<file path="src/rtl/l1_icache_pkg.sv">
// Package lc3b_types: the word, line and state types used by the L1 instruction
// cache. The L2 uses the same line width.
//   lc3b_word          16-bit machine word / byte address
//   lc3b_line          128-bit cache line (LINE_WORDS words)
//   lc3b_icache_state  L1 I-cache controller states
package lc3b_types;

  localparam int WORD_BITS   = 16;
  localparam int LINE_WORDS  = 8;
  localparam int LINE_BITS   = WORD_BITS * LINE_WORDS;  // shared with L2
  localparam int OFFSET_BITS = 4;                       // byte offset within a line

  typedef logic [WORD_BITS-1:0] lc3b_word;
  typedef logic [LINE_BITS-1:0] lc3b_line;

  typedef enum logic {
    IC_IDLE = 1'b0,
    IC_FILL = 1'b1
  } lc3b_icache_state;

endpackage

</file>
<file path="src/rtl/l1_icache_array.sv">
// Storage for the direct-mapped L1 I-cache: valid bits, tags and line data.
// Reads are asynchronous, writes happen on the rising clock edge.
// Ports:
//   clk, reset    clock; asynchronous active-high reset (clears valid bits only)
//   i_rd_index    lookup index
//   o_rd_valid    valid bit, tag and line at i_rd_index
//   o_rd_tag
//   o_rd_line
//   i_wr_en       line fill: write i_wr_tag/i_wr_line at i_wr_index and set valid
//   i_wr_index
//   i_wr_tag
//   i_wr_line
//   i_clear       clear every valid bit; wins over a coincident fill
module l1_icache_array
  import lc3b_types::*;
#(
  parameter int NUM_SETS = 8,
  parameter int IDX_W    = $clog2(NUM_SETS),
  parameter int TAG_W    = WORD_BITS - OFFSET_BITS - IDX_W
) (
  input  logic             clk,
  input  logic             reset,
  input  logic [IDX_W-1:0] i_rd_index,
  output logic             o_rd_valid,
  output logic [TAG_W-1:0] o_rd_tag,
  output lc3b_line         o_rd_line,
  input  logic             i_wr_en,
  input  logic [IDX_W-1:0] i_wr_index,
  input  logic [TAG_W-1:0] i_wr_tag,
  input  lc3b_line         i_wr_line,
  input  logic             i_clear
);

  logic [NUM_SETS-1:0] r_valid;
  logic [TAG_W-1:0]    r_tag  [NUM_SETS];
  lc3b_line            r_data [NUM_SETS];

  // NOTE: sequential state is assigned with <= so every flop samples the
  // pre-edge value of its inputs, independent of block ordering.
  always_ff @(posedge clk or posedge reset) begin
    if (reset) begin
      r_valid <= '0;
    end else if (i_clear) begin
      r_valid <= '0;
    end else if (i_wr_en) begin
      r_valid[i_wr_index] <= 1'b1;
    end
  end

  // NOTE: tag and data arrays carry no reset; the valid bits alone decide
  // whether their contents mean anything, so they can map onto plain RAM.
  always_ff @(posedge clk) begin
    if (i_wr_en) begin
      r_tag[i_wr_index]  <= i_wr_tag;
      r_data[i_wr_index] <= i_wr_line;
    end
  end

  assign o_rd_valid = r_valid[i_rd_index];
  assign o_rd_tag   = r_tag[i_rd_index];
  assign o_rd_line  = r_data[i_rd_index];

endmodule

</file>
<file path="src/rtl/l1_icache.sv">
// Direct-mapped, read-only L1 instruction cache. It answers fetch reads
// combinationally on a hit. On a miss it fills one whole line from lower memory,
// then the request hits on the cycle after the fill returns.
// Ports:
//   clk, reset    clock; asynchronous active-high reset
//   mem_read1     fetch read request (level, held until resp_a)
//   mem_address   fetch byte address (bit 0 ignored)
//   mem_rdata     instruction word, zero unless resp_a
//   resp_a        one-cycle read acknowledge
//   invalidate    clear all valid bits at the next edge; suppresses resp_a
//   pmem_read     line-fill request (level, held until pmem_resp)
//   pmem_address  line-aligned fill address
//   pmem_rdata    fill line, sampled when pmem_resp is high
//   pmem_resp     lower-memory completion strobe
module l1_icache
  import lc3b_types::*;
#(
  parameter int NUM_SETS = 8
) (
  input  logic     clk,
  input  logic     reset,
  input  logic     mem_read1,
  input  lc3b_word mem_address,
  output lc3b_word mem_rdata,
  output logic     resp_a,
  input  logic     invalidate,
  output logic     pmem_read,
  output lc3b_word pmem_address,
  input  lc3b_line pmem_rdata,
  input  logic     pmem_resp
);

  localparam int IDX_W = $clog2(NUM_SETS);
  localparam int TAG_W = WORD_BITS - OFFSET_BITS - IDX_W;

  lc3b_icache_state r_state, w_next_state;
  logic [WORD_BITS-1:OFFSET_BITS] r_fill_line;  // line address of the fill in progress

  logic [IDX_W-1:0] w_index;
  logic [TAG_W-1:0] w_tag;
  logic [2:0]       w_word;
  logic             w_unused_byte;
  logic             w_valid;
  logic [TAG_W-1:0] w_stored_tag;
  lc3b_line         w_line;
  logic             w_hit;
  logic             w_miss;
  logic             w_fill_we;

  assign w_index       = mem_address[OFFSET_BITS +: IDX_W];
  assign w_tag         = mem_address[WORD_BITS-1 -: TAG_W];
  assign w_word        = mem_address[3:1];
  assign w_unused_byte = mem_address[0];

  l1_icache_array #(
    .NUM_SETS (NUM_SETS),
    .IDX_W    (IDX_W),
    .TAG_W    (TAG_W)
  ) u_array (
    .clk        (clk),
    .reset      (reset),
    .i_rd_index (w_index),
    .o_rd_valid (w_valid),
    .o_rd_tag   (w_stored_tag),
    .o_rd_line  (w_line),
    .i_wr_en    (w_fill_we),
    .i_wr_index (r_fill_line[OFFSET_BITS +: IDX_W]),
    .i_wr_tag   (r_fill_line[WORD_BITS-1 -: TAG_W]),
    .i_wr_line  (pmem_rdata),
    .i_clear    (invalidate)
  );

  // Lookups only count in IDLE; a pending invalidate makes the line untrustworthy.
  assign w_hit = (r_state == IC_IDLE) && mem_read1 && w_valid &&
                 (w_stored_tag == w_tag) && !invalidate;

  assign resp_a       = w_hit;
  assign mem_rdata    = w_hit ? w_line[{w_word, 4'b0000} +: WORD_BITS] : '0;
  assign pmem_address = {r_fill_line, {OFFSET_BITS{1'b0}}};

  always_ff @(posedge clk or posedge reset) begin
    if (reset) begin
      r_state     <= IC_IDLE;
      r_fill_line <= '0;
    end else begin
      r_state <= w_next_state;
      if (w_miss) begin
        r_fill_line <= mem_address[WORD_BITS-1:OFFSET_BITS];
      end
    end
  end

  // NOTE: every output of this block gets a default first, so no path through
  // the case statement can leave one unassigned and infer a latch.
  always_comb begin
    w_next_state = r_state;
    pmem_read    = 1'b0;
    w_fill_we    = 1'b0;
    w_miss       = 1'b0;
    case (r_state)
      IC_IDLE: begin
        if (mem_read1 && !w_hit && !invalidate) begin
          w_miss       = 1'b1;
          w_next_state = IC_FILL;
        end
      end
      IC_FILL: begin
        // The fill always runs to completion for the latched line, whatever fetch does.
        pmem_read = 1'b1;
        if (pmem_resp) begin
          w_fill_we    = 1'b1;
          w_next_state = IC_IDLE;
        end
      end
      default: w_next_state = IC_IDLE;
    endcase
  end

endmodule
</file>
<file path="config.mk">
export PLATFORM = sky130hd
export DESIGN_NAME = l1_icache
export DESIGN_NICKNAME = d
export VERILOG_FILES = /design/src/rtl/l1_icache_pkg.sv /design/src/rtl/l1_icache_array.sv /design/src/rtl/l1_icache.sv
export SDC_FILE = /design/constraint.sdc
export NUM_CORES = 1
export LEC_CHECK = 0
export CAP_MARGIN = 20
export CORE_UTILIZATION = 40
export CTS_CLUSTER_SIZE = 14
export DETAILED_ROUTE_END_ITERATION = 8
export MAX_ROUTING_LAYER = met4
export RECOVER_POWER = 100
export SYNTH_ARGS = -nofsm -noshare
export SYNTH_HDL_FRONTEND = slang
export SYNTH_SLANG_ARGS = --single-unit
</file>
<file path="constraint.sdc">
create_clock -name clk -period 25.9 [get_ports clk]
set_input_delay 7.77 -clock clk [delete_from_list [all_inputs] [get_ports clk]]
set_output_delay 7.77 -clock clk [all_outputs]
set_load 0.005 [all_outputs]
</file>
# [Yosys cells after proc, flatten, opt, wreduce, memory -nomap -nowiden]
# Memories as Yosys holds them, arrays and structs flattened.
# Index checks and enable logic that the tools add are counted.
[totals] in_bits=149 latch_bits=0 reg_bits=21 output_inout_bits=34 mem_bits_rw=1096 mem_bits_ro=0 n_memories=2 elab_cells=38
[memory_table] memory="u_array.r_data" words=8 word_bits=128 read_ports=1 rd_clocked_by_memory_dff=0 wr=1 line="l1_icache_array.sv:36" source="lc3b_line r_data [NUM_SETS];"
[memory_table] memory="u_array.r_tag" words=8 word_bits=9 read_ports=1 rd_clocked_by_memory_dff=0 wr=1 line="l1_icache_array.sv:35" source="logic [TAG_W-1:0] r_tag [NUM_SETS];"
[classes] mux=16 bitwise=2 multipliers=0 n_lt_le_gt_ge=3 shift=1 eq_ne=1 n_reduce_logical=10 n_addsub=0 n_div=0
[op_table] cell="$shiftx A128 B8 Y16" n=1
[op_table] cell="$mux W16" n=1
[op_table] cell="$mux W8" n=2
[op_table] cell="$mux W1" n=10
[op_table] cell="$eq A9 B9 Y1" n=1
[op_table] cell="$lt A3 B4 Y1 const B" n=2
[op_table] cell="$or A8 B8 Y8" n=1
[op_table] cell="$logic_and A1 B1 Y1" n=7
[op_table] cell="$bmux W1 S3" n=1
[op_table] cell="$demux W1 S3" n=1
[op_table] cell="$ge A3 B1 Y1 const B" n=1
[op_table] cell="$logic_not A1 Y1" n=2
[op_table] cell="$pmux W1 S2" n=1
[op_table] cell="$reduce_bool A2 Y1" n=1
[op_table] cell="$not A1 Y1" n=1

# [Logic depth before layout (Yosys ltp)]
[logic_depth] word_depth=10 mapped_depth=10 ltp_nobuf=6

# [Hierarchy]
# Synthesis repeated with hierarchy kept, for this count alone.
[hier_totals] hier_cells=1802 hier_area_um2=44024.7
[modules_own_cells] mod="l1_icache_array" cells_per_inst=1630 seq_area_each_um2=33111.8 area_each_um2=42022.8 n_inst=1
[modules_own_cells] mod="l1_icache" cells_per_inst=172 seq_area_each_um2=325.3 area_each_um2=2001.9 n_inst=1

# [Worst setup path before layout]
# Ideal clock, no wire load.
[synth_timing] path_kind="input -> output" from="in mem_address[4]" to="out mem_rdata[0]" stages=7 required_time_ps=18130 slack_ps=7890 t_arrival_ps=10240 path_buffers=3 cell_sequence="buf_6 > buf_2 > buf_1 > mux4_2 > mux4_2 > mux4_2 > nor2b_1"
[synth_via] elab_chain_cells=6 elab_cells_between_ends=10 cone_classes="eq/ne: 1; shift: 1; mux: 3; reduce/logical: 3; memory: 2"
[synth_lines] item="start: declaration" line="l1_icache.sv:23" source="input lc3b_word mem_address,"
[synth_lines] item="branches (longest 5 deep; another with $mem_v2 Z8 W128)"
[synth_lines] item="$mux W16 (*)" line="l1_icache.sv:78" source="assign mem_rdata = w_hit ? w_line[{w_word, 4'b0000} +: WORD_BITS] : '0;"
[synth_lines] item="end: declaration" line="l1_icache.sv:24" source="output lc3b_word mem_rdata,"
# Mark *: on every way between the ends. The select of a mux whose other input is x is not followed.

# [Final worst setup path]
[layout_timing] from="in mem_address[4]" to="out mem_rdata[13]"
# Same word-level chain as after synthesis.

==> qor.txt <==
Status: complete, but fails checks
Failing checks: max-capacitance violations, max-slew violations
Maximum VDD drop: 56.1 uV
Remaining global-route overflow: 0
Unrepaired setup endpoints after global routing: false
Share of layout cells above drive strength 1: 0.279
Final Hold Fails: 0
Most used DFF post-synth: edfxtp_1
DRC Markers: 0
#FFs+latches synth: 1117
Commonest non-fill, non-tap cell in the layout: edfxtp_1
Initial DRC Count: 1772
Port buffer count: 177
Final Cycle Share: 0.800
Global-route wire length before repair: 137 mm
Post-CTS sizing: 0
Number of fill cells: 8357
DIE AREA: 0.108 mm2
Max Cap Violations: 22
Least-Margin Pin Slew: 9300 ps
Syn Inst Count: 1654
Final wirelength: 94.2 mm
Setup Fix Bufs, Post-CTS: 0
CORE AREA: 0.105 mm2
Avg Cell Area, Syn: 25.7 um2
Nature of the critical path startpoint: primary input
Clock buffer depth: 3
Row count: 119
Seq/Total Area, Yosys: 0.787
GP Congestion: 0.720
Power density over cell area: 80.0 mW/mm2
CTS tree: yes
CTS Hold Bufs: 0
Worst EP required: 18130 ps
Post-Syn Area: 0.0425 mm2
Ys async rst share: 0.0188
Final HPWL DP: 51.9 mm
EDFF count, synth: 1096
Setup TNS: 0 ps
Num CTS Buffers: 112
Drt via density: 5.38
Leak Pwr: 15.5 nW
Synth warnings: 0
Slew margin rel.: -5.20
Wire length per cell: 27.7 um
Root buffer cell: clkbuf_16
Sink Count: 1117
Most frequent cells in the layout: 1096 x edfxtp_1, 354 x mux4_2, 158 x dlygate4sd3_1
Final setup viols: 0
Via count: 18300
Antenna violations before repair: 59
FMAX: 48.2 MHz
Die height: 328 um
# H-tree levels: 3
Clock slew seen by the registers of the worst setup and hold paths: 60 ps
Initial Utilization: 0.404
Post-layout min period: 20730 ps
Min Hold Slack: 500 ps
Slew Viols, Final: 1138
Worst Skew: 60.9 ps
Detail Route Antenna Nets: 0
CP Capture Type: primary output
Die Wd: 328 um
Largest net degree at the start of global routing: 124
WP data arrival: 12960 ps
Worst Setup Path Type: in -> out
# nets final: 2040
Worst-Skew Late Latency: 710 ps
IO Pins: 183
Area Growth Syn to Fin: 17.2%
Hold WC Path Type: reg -> reg
Total Routing Usage GR: 0.183
Vias in the first global route: 19500
Drt first pass iters: 5
Worst-path fanout max: 106
Yosys cell types: 27
==> critical path, cell delays in order <==
cell	delay, ps
buf_8	570
buf_12	720
mux4_2	600
mux2i_1	300
xor2_1	180
nand3_1	100
or4_1	1020
nor2b_1	700
dlygate4sd3_1	660
==> cells by family (layout without fill, tap and decap cells) <==
family | Yosys count | in the layout | share of synthesized area
AO/OA/AOI/OAI | 2 | 2 | 0.000412
XOR/XNOR | 9 | 9 | 0.00186
buffers and inverters | 92 | 420 | 0.0101
flip-flops | 1117 | 1117 | 0.787
multiplexers | 382 | 382 | 0.195
other | 1 | 27 | 0.0000882
AND/OR/NAND/NOR | 51 | 51 | 0.00610
==> flip-flops by register name (all words and copies together) (netlist names) <==
| signal | flops |
|---|---|
| u_array.r_data | 1024 |
| u_array.r_tag | 72 |
| r_fill_line | 12 |
| u_array.r_valid | 8 |
| r_state | 1 |
==> cells in the mapped netlist, types with 2 or more instances <==
library cell / count / area, um2
buf_1: 11 / 41.3
buf_2: 32 / 160
buf_4: 8 / 60.1
buf_6: 2 / 22.5
clkbuf_1: 36 / 135
dfrtp_1: 21 / 526
edfxtp_1: 1096 / 32900
inv_1: 2 / 7.51
mux2_2: 12 / 135
mux2i_1: 16 / 160
mux4_2: 354 / 7970
nand2_1: 2 / 7.51
nand2b_1: 2 / 12.5
nand3_1: 2 / 10.0
nor2_1: 23 / 86.3
nor2b_1: 16 / 100
nor3_1: 2 / 10.0
xnor2_1: 2 / 17.5
xor2_1: 7 / 61.3
==> final timing paths <==
check                                               start                         endpoint  slack (ps)  cells past startpoint
setup / recovery                           mem_address[4]                    mem_rdata[13]        5170                      9
hold / removal             u_array.r_valid[1]$_DFFE_PP0P_   u_array.r_valid[1]$_DFFE_PP0P_         500                      2
setup reg to reg               r_fill_line[4]$_DFFE_PP0P_  u_array.r_data[2][49]$_DFFE_PP_       16310                      5
hold reg to reg            u_array.r_valid[1]$_DFFE_PP0P_   u_array.r_valid[1]$_DFFE_PP0P_         500                      2
max in group asynchronous                           reset   u_array.r_valid[7]$_DFFE_PP0P_       17630                      2
min in group asynchronous                           reset       r_fill_line[6]$_DFFE_PP0P_        7730                      2
==> metal layers <==
metal / vias up / part of all wire / global-route usage
met2: 524 / 0.50 / 0.295
met3: 165 / 0.070 / 0.0396
met1: 9866 / 0.41 / 0.239
met5: - / 0 / -
li1: 7726 / - / -
met4: 0 / 0.020 / 0.0385
==> cell type report <==
class,instances,area (um2),share of cell area
Antenna cell,23,57.6,0.00116
Multi-Input combinational cell,448,8680,0.174
Clock inverter,69,907,0.0182
Tap cell,1391,1740,0.0350
Inverter,3,11.3,0.000226
Timing Repair Buffer,209,1980,0.0398
Sequential cell,1117,33400,0.672
Clock buffer,139,2970,0.0597
==> power breakdown <==
part | switching (mW) | internal [mW] | total [mW] | leakage [nW]
clock | 0.677 | 1.01 | 1.68 | 1.89
combinational | 0.128 | 0.103 | 0.231 | 3.41
sequential | 0.0179 | 2.05 | 2.07 | 10.1
total | 0.823 | 3.16 | 3.98 | 15.5
==> metrics by stage <==
stage          cell area [um2]  std cells  power (mW)  setup slack [ps]   util
2_1_floorplan            42500       1657        2.24              7890      -
3_3_place_gp             45900       3166        2.34              5150  0.436
3_5_place_dp             45900       3166        2.35              5160  0.436
4_1_cts                  49800       3374        4.02              5170  0.473
5_1_grt                  49800       3388        4.10              4870  0.473
6_report                 49800       3399        3.98              5170  0.473
No activity file was read; power rests on OpenSTA's default activity.
==> patch (same flow settings) <==
Register the output `mem_rdata`, without a reset; this adds one clock of latency there. The other outputs are not delayed to match.
--- a/src/rtl/l1_icache.sv
+++ b/src/rtl/l1_icache.sv
@@ -76,5 +76,7 @@
 
   assign resp_a       = w_hit;
-  assign mem_rdata    = w_hit ? w_line[{w_word, 4'b0000} +: WORD_BITS] : '0;
+  always_ff @(posedge clk) begin
+    mem_rdata <= w_hit ? w_line[{w_word, 4'b0000} +: WORD_BITS] : '0;
+  end
   assign pmem_address = {r_fill_line, {OFFSET_BITS{1'b0}}};
 
Behaviour: not the same (Yosys sat finds a counterexample within 4 cycles, from zero or initial values and one cycle with reset high).
==> patch against the original RTL <==
The flow finishes with violations (DRC, capacitance limit, slew limit); design area up 0.12%; highest routed layer unchanged; power decreased by 1.4%; via count rose by 1.2%; worst setup slack got worse by 0.77 ns; area after synthesis rose by 0.87%; sequential cell count grew 16; routed wire length barely moved; register-to-register slack worse by 0.28 ns.
==> patch: results <==
{
  "placement.setup.worst_slack_ns": 6.67,
  "max-vdd-ir-drop_v": 0.0000489,
  "layout_top_registers": "u_array.r_data (1024), u_array.r_tag (72), mem_rdata (16)",
  "yosys.cell_types.count": 29,
  "timing.clock.skew_ns": 0.0307,
  "failed_checks": "DRC, capacitance limit, slew limit",
  "finalMaxSlewViolations": 1218,
  "synth.area.mux_share": 0.194,
  "route.met2.wl_um": 46700,
  "globalRouteTotalUtil": 0.181,
  "maxCapViolations": 20,
  "hp-start": "u_array.r_valid[6]",
  "syn_area_sq_mm": 0.0429,
  "synth_commonest_cells": "edfxtp_1 (1096), mux4_2 (346), buf_2 (29), clkbuf_1 (29), nor2_1 (23)",
  "placedInstanceArea_sq_mm": 0.0463,
  "hold-path-endpoint": "u_array.r_valid[6]",
  "layout.filler_cells": 8503,
  "gr-usage-met3": 0.0523,
  "cts_buffers": 114,
  "setup_ws_ns": 4.40,
  "drc": 18,
  "timing.hold.ws_ns": 0.505,
  "instances_no_fill": 3422,
  "synthXorXnorAreaFrac": 0.00184,
  "async_flop_share": 0.0185,
  "synth_compound_gate_area_share": 0.000409,
  "clkLatencyLatePin_ns": 0.68,
  "outcome": "finished with violations",
  "drt-pass1-iter-count": 7,
  "antenna_found_initial": 62,
  "r2r_slack_ns": 16.03,
  "vias_per_cell": 5.41,
  "p_leak_nw": 15.5,
  "top_cells_by_area_in_the_synthesized_netlist": "edfxtp_1 (77%), mux4_2 (18%), dfrtp_1 (1.2%)",
  "fraction_of_layout_instances_using_a_drive_strength_above_1": 0.266,
  "timing.rr.end": "u_array.r_data[2][43]",
  "grt_pass1_wl_um": 137000,
  "groute.layer.met2.usage": 0.283
}
patch: worst max-delay path, cell delays in order:
cell	delay, ns
buf_8	0.49
clkbuf_1	1.47
clkbuf_1	1.76
mux2i_1	0.37
xor2_1	0.23
nand4_1	0.13
or4_1	0.48
buf_4	0.25
inv_1	0.08
dlygate4sd3_1	0.56
patch: final cells by class:
cell class / count / area (sq um) / share of cell area
Clock inverter: 46 / 419 / 0.00841
Clock buffer: 165 / 3250 / 0.0652
Antenna cell: 34 / 85.1 / 0.00171
Multi-Input combinational cell: 448 / 8680 / 0.174
Inverter: 3 / 11.3 / 0.000226
Tap cell: 1391 / 1740 / 0.0349
Timing Repair Buffer: 202 / 1900 / 0.0382
Sequential cell: 1133 / 33800 / 0.677
patch: power breakdown:
part	internal (mW)	total, mW	switching [mW]	leakage, nW
sequential	2.08	2.10	0.0180	10.3
clock	0.944	1.60	0.658	1.79
combinational	0.102	0.227	0.125	3.47
